[src/rtl/pc_fetch_unit.sv]
// pc_fetch_unit: IF-stage PC register with sequential/branch/jump next-PC select,
// stall hold and IF/ID flush generation.
module pc_fetch_unit #(
  parameter logic [31:0] RESET_PC = 32'h0000_0000,
  parameter logic [31:0] PC_STEP  = 32'd4
) (
  input  logic        clk,
  input  logic        rst_n,
  input  logic        start_i,
  input  logic        stall_i,
  input  logic        branch_i,
  input  logic [15:0] branch_imm_i,
  input  logic        jump_i,
  input  logic [25:0] jump_addr_i,
  input  logic [31:0] id_pc_plus4_i,
  output logic [31:0] pc_o,
  output logic [31:0] pc_plus4_o,
  output logic        flush_o,
  output logic        valid_o,
  output logic [31:0] fetch_cnt_o
);
  localparam logic [0:0] IDLE = 1'b0;
  localparam logic [0:0] RUN  = 1'b1;
  logic [0:0]  state;
  logic [31:0] pc, cnt, next_pc, br_target, j_target;
  logic        run, advance;
  assign run        = state == RUN;
  assign advance    = run & ~stall_i;
  assign j_target   = {id_pc_plus4_i[31:28], jump_addr_i, 2'b00};
  assign br_target  = id_pc_plus4_i + {{14{branch_imm_i[15]}}, branch_imm_i, 2'b00};
  // jump outranks branch when ID resolves both in the same cycle
  always_comb next_pc = jump_i ? j_target : branch_i ? br_target : pc + PC_STEP;
  always_ff @(posedge clk or negedge rst_n) begin
    if (!rst_n) begin
      state <= IDLE;
      pc    <= RESET_PC;
      cnt   <= '0;
    end else begin
      if (!run && start_i) state <= RUN;
      if (advance) begin
        pc  <= next_pc;
        cnt <= cnt + 32'd1;
      end
    end
  end
  assign pc_o        = pc;
  assign pc_plus4_o  = pc + PC_STEP;
  assign flush_o     = advance & (jump_i | branch_i);
  assign valid_o     = run;
  assign fetch_cnt_o = cnt;
endmodule

[config.mk]
export PLATFORM = sky130hd
export DESIGN_NAME = pc_fetch_unit
export DESIGN_NICKNAME = d
export VERILOG_FILES = /design/src/rtl/pc_fetch_unit.sv
export SDC_FILE = /design/constraint.sdc
export NUM_CORES = 1
export LEC_CHECK = 0
export ABC_AREA = 1
export BUFFER_PORTS_ARGS = -buffer_cell sky130_fd_sc_hd__buf_4
export CORE_UTILIZATION = 50
export CTS_CLUSTER_SIZE = 10
export DETAILED_ROUTE_END_ITERATION = 6
export GPL_TIMING_DRIVEN = 0
export PLACE_DENSITY = 0.79
export SLEW_MARGIN = 10
export SYNTH_ARGS = -nofsm -noshare
export SYNTH_HDL_FRONTEND = slang
export SYNTH_SLANG_ARGS = --single-unit
[constraint.sdc]
create_clock -name clk -period 4.6 [get_ports clk]
set_input_delay 0.23 -clock clk [delete_from_list [all_inputs] [get_ports clk]]
set_output_delay 0.23 -clock clk [all_outputs]
set_load 0.03 [all_outputs]
# Word-level counts from Yosys, hierarchy flattened
# Cells that the tools add are included.
# classes
eq_ne	0
magnitude_cmp	0
multipliers	0
div	0
bitwise	4
reduce_logical	2
addsub	3
shift	0
mux	2
# ops
cell	n
32-bit two-way mux	2
32-bit by 1-bit adder with 32-bit output, second input constant	1
32-bit by 3-bit adder with 32-bit output, second input constant	1
32-bit adder	1
1-bit AND	2
1-bit logical AND	1
1-bit logical NOT	1
1-bit inverter	1
1-bit bitwise OR	1
# totals
ram_bits	0
out_inout_bits	98
memories	0
latch_bits	0
in_bits	80
register_bits	65
wordCells	14
romBits	0

# Logic depth before layout (Yosys ltp)
# logic_depth
depth_word	3
ltp_mapped	14
mapped_depth_nobuf	14

# Worst setup path before layout
# OpenSTA, ideal clock, no wires.
# synth_timing
path_type	reg-to-reg
startpoint	reg pc[2], in the netlist pc_o[2]
endpoint	reg pc[20], in the netlist pc_o[20]
required_ns	4.522
t_arrival_ns	2.234
setup_time_ns	0.078
path_slack_ns	2.289
synth_period_minus_slack_ns	2.311
n_path_buf	0
stages_incl_launch_ff	10
cell_sequence	dfrtp_1 > ha_1 > nand3_2 > inv_1 > nand3_2 > nor2_4 > nand3_1 > xnor2_1 > a21oi_1 > a21oi_1
# synth_between
elab_chain_cells	3
# synth_rtl
item	line_no	source
start: declaration	25	logic [31:0] pc, cnt, next_pc, br_target, j_target;
start signal: assignment	41	pc <= next_pc;
32-bit by 3-bit adder with 32-bit output	--	
via pc_plus4_o[20]	17	output logic [31:0] pc_plus4_o,
32-bit two-way mux (2 in series)	32	always_comb next_pc = jump_i ? j_target : branch_i ? br_target : pc + PC_STEP;
# The timed path passes the listed nets, and every way through them passes these cells.
# A chain may end at the register's enable or synchronous reset.

# Worst setup path after layout
# layout_timing
startpoint	reg state, in the netlist valid_o
endpoint	out flush_o
# layout_between
elab_chain_cells	2
# layout_rtl
item	line_no	source
start: declaration	24	logic [0:0] state;
start signal: assignment	35	state <= IDLE;
start signal: assignment	39	if (!run && start_i) state <= RUN;
1-bit AND	28	assign advance = run & ~stall_i;
1-bit AND	48	assign flush_o = advance & (jump_i | branch_i);
end: declaration	18	output logic flush_o,
# Every way passes these cells.

==> flow_summary.yaml <==
timing:
  slew_viol_final: 0
  tns_ps: 0
  maxSlewHeadroom: 0.3983
  clock.fmax_mhz: 375.1
  fin_crit_sh: 0.5796
  finClkSkew_ps: 3.925
  tightest_slew_ps: 899.2
  period_needed_ps: 2666
  setup_violations: 0
  worst_slack_ps: 1934
  hold_viol: 13
  holdWs_ps: -4.753
  rsz0062_at_grt: "no"
power:
  ir_worst_vdd_mv: 0.1709
  power.leakage_nw: 4.096
  p_per_area_nw_per_um2: 309.3
setup_path:
  crit_chain: "inv_1 -> nor2_4 -> inv_1 -> buf_1 -> clkbuf_1 -> nor2_1 -> buf_4"
  rr_worst_depth: 6
  crit_family: "buffers and inverters"
  r2r-start: "valid_o"
  critPathCaptureType: "output pin"
  worstSetupStartpoint: "valid_o"
  cp_slowest_cell: "clkbuf_1"
  cp.arrival_ps: 2440
  critPathBufInv: 5
  worstSetupPathType: "reg2out"
  critPathLaunchType: "register"
  crit_fanout: 10
  cpMostUsedCell: "inv_1"
  r2r_slack_ps: 2450
  cp_slowest_stage_delay_ps: 620
  cp_data_required_time_ps: 4370
  worstReg2RegEnd: "pc_o[19]"
layout:
  layout_common_cells: "283 x nand2_1, 178 x buf_4, 115 x inv_1, 97 x nor2_1, 75 x a21oi_1"
  fin_nets: 1232
  area.growth.synth_to_final_pct: 29.45
  layout_commonest_cell: "nand2_1"
  drive_gt1_frac: 0.1950
  num-fill-cells: 1070
  insertedDiodeCount: 0
  final_cell_area_sq_um: 7782
placed_design:
  portBuffers: 176
  gp_congestion: 0.9952
  place_area_sq_um: 7512
  pre_cts_ws_ps: 2322
  place_hpwl_um: 15470
detailed_routing:
  postRouteAntennaNets: 0
  drt_wl_total_um: 19180
  via_per_inst: 5.401
  wl_per_cell_um: 15.15
  vias: 6838
  dr.first_iter.drc_count: 515
  drt_pre_antenna_iters: 7
  drcViolationCount: 14
synth:
  synth_area_sq_um: 6012
  ys_seq_area_frac: 0.2706
  synthDistinctLibCells: 41
  yosysWarnings: 0
  synth_fp_nets: 1045
  synthCells: 933
  ys_ff_latch: 65
  avgSynthCellArea_sq_um: 6.444
cts:
  cts_resized: 0
  cts_tree: "built"
  path_clk_slew_ps: 50
  numCtsBuffers: 9
  htree_levels: 3
  clock_path_buffers: 2
  hold_buffers: 0
  clk_latency_ps: 330
  cts.sinks: 65
  cts_setup_buffers: 0
  cts-root-buf: "clkbuf_16"
floorplan:
  row_count: 39
  die-width_um: 111.7
  fp.coreArea_sq_um: 11560
  start_util: 0.5199
  io_pins: 178
  die_y_um: 111.7
  die-area_sq_um: 12470
grt:
  grt_pass1_wl_um: 30950
  grt_pass1_vias: 6390
  grt_max_degree: 66
  grt.overflow.total: 0
  grt_usage: 0.3134
  antenna_found_initial: 0
run_status:
  failed_checks: "design-rule violations, negative hold slack"
  status: "complete, but fails checks"
min_path:
  hold_path.class: "in2async"
flow_run:
  drv_cap: 0
worst register-to-register path: cells and delay by family (launching register included):
kind	cells	cell delay [ps]
AO/OA/AOI/OAI	1	200
flip-flops	1	380
buffers and inverters	4	1360
AND/OR/NAND/NOR	1	50
final cells by class:
cell class                      count  area [sq um]  area share
Sequential cell                    65          1627      0.2090
Clock inverter                      3         17.52    0.002251
Timing Repair Buffer              176          1321      0.1698
Multi-Input combinational cell    733          3870      0.4973
Clock buffer                       11         252.7     0.03248
Buffer                             19         80.08     0.01029
Tap cell                          143         178.9     0.02299
Inverter                          116         435.4     0.05595
stage by stage:
| stage | cells | power [W] | utilization | hold WS, ps |
|---|---|---|---|---|
| after CTS | 1266 | 0.002401 | 0.6729 | 29.13 |
| after floorplan | 933 | 0.001390 | - | -65.59 |
| final | 1266 | 0.002407 | 0.6729 | -4.753 |
| after detailed placement | 1252 | 0.001780 | 0.6496 | 373.6 |
| after global placement | 1252 | 0.001769 | 0.6496 | 374.7 |
| after global routing | 1266 | 0.002528 | 0.6729 | 80.58 |
registers in the layout, indices dropped and copies added, names as in the netlist:
name and flops:
fetch_cnt_o 32, pc_o 32, valid_o 1
where the power goes:
part	leakage (nW)	switching [W]	internal [W]
logic	3.19	0.000651	0.000375
clock network	0.133	0.000240	0.000385
registers	0.775	0.000113	0.000643
metal layers:
layer / wire, um / track usage / vias up
met5: 0 / 0 / -
met4: 468 / 0.1000 / 0
met3: 1356 / 0.04083 / 34
li1: - / - / 3398
met2: 9479 / 0.5636 / 284
met1: 7871 / 0.3867 / 3122
how the worst max path moves through the flow:
stage	to	cells after the start
5_1_grt	flush_o	7
6_report	flush_o	7
2_1_floorplan	pc_o[20]	9
3_3_place_gp	flush_o	7
3_5_place_dp	flush_o	7
4_1_cts	flush_o	7
cells in the mapped netlist, drive strengths merged:
library cell	instances	area [sq um]
nand2	286	1086
inv	116	435.4
nor2	103	421.7
a21oi	75	375.4
nand3	68	362.8
dfrtp	65	1627
xor2	38	332.8
ha	31	387.9
nor3	22	136.4
o21ai	22	110.1
nand4	18	118.9
xnor2	18	157.7
clkbuf	12	45.04
nand3b	11	82.58
or2	10	65.06
a31oi	7	43.79
buf	7	35.02
o21bai	7	52.55
nor4	6	37.54
a32oi	3	26.28
and2	2	12.51
a21o	1	7.510
a22oi	1	7.510
a2bb2oi	1	8.760
fa	1	20.02
o211ai	1	7.510
o22a	1	8.760
kinds of logic (layout without fill, tap and decap cells):
family,after synthesis,count (layout),synth area share
buffers and inverters,135,325,0.08574
AO/OA/AOI/OAI,119,119,0.1078
adder cells (fa/ha/maj),32,32,0.06785
AND/OR/NAND/NOR,526,526,0.3865
XOR/XNOR,56,56,0.08158
flip-flops,65,65,0.2706
Note: power is estimated with default switching activity, not from simulation.
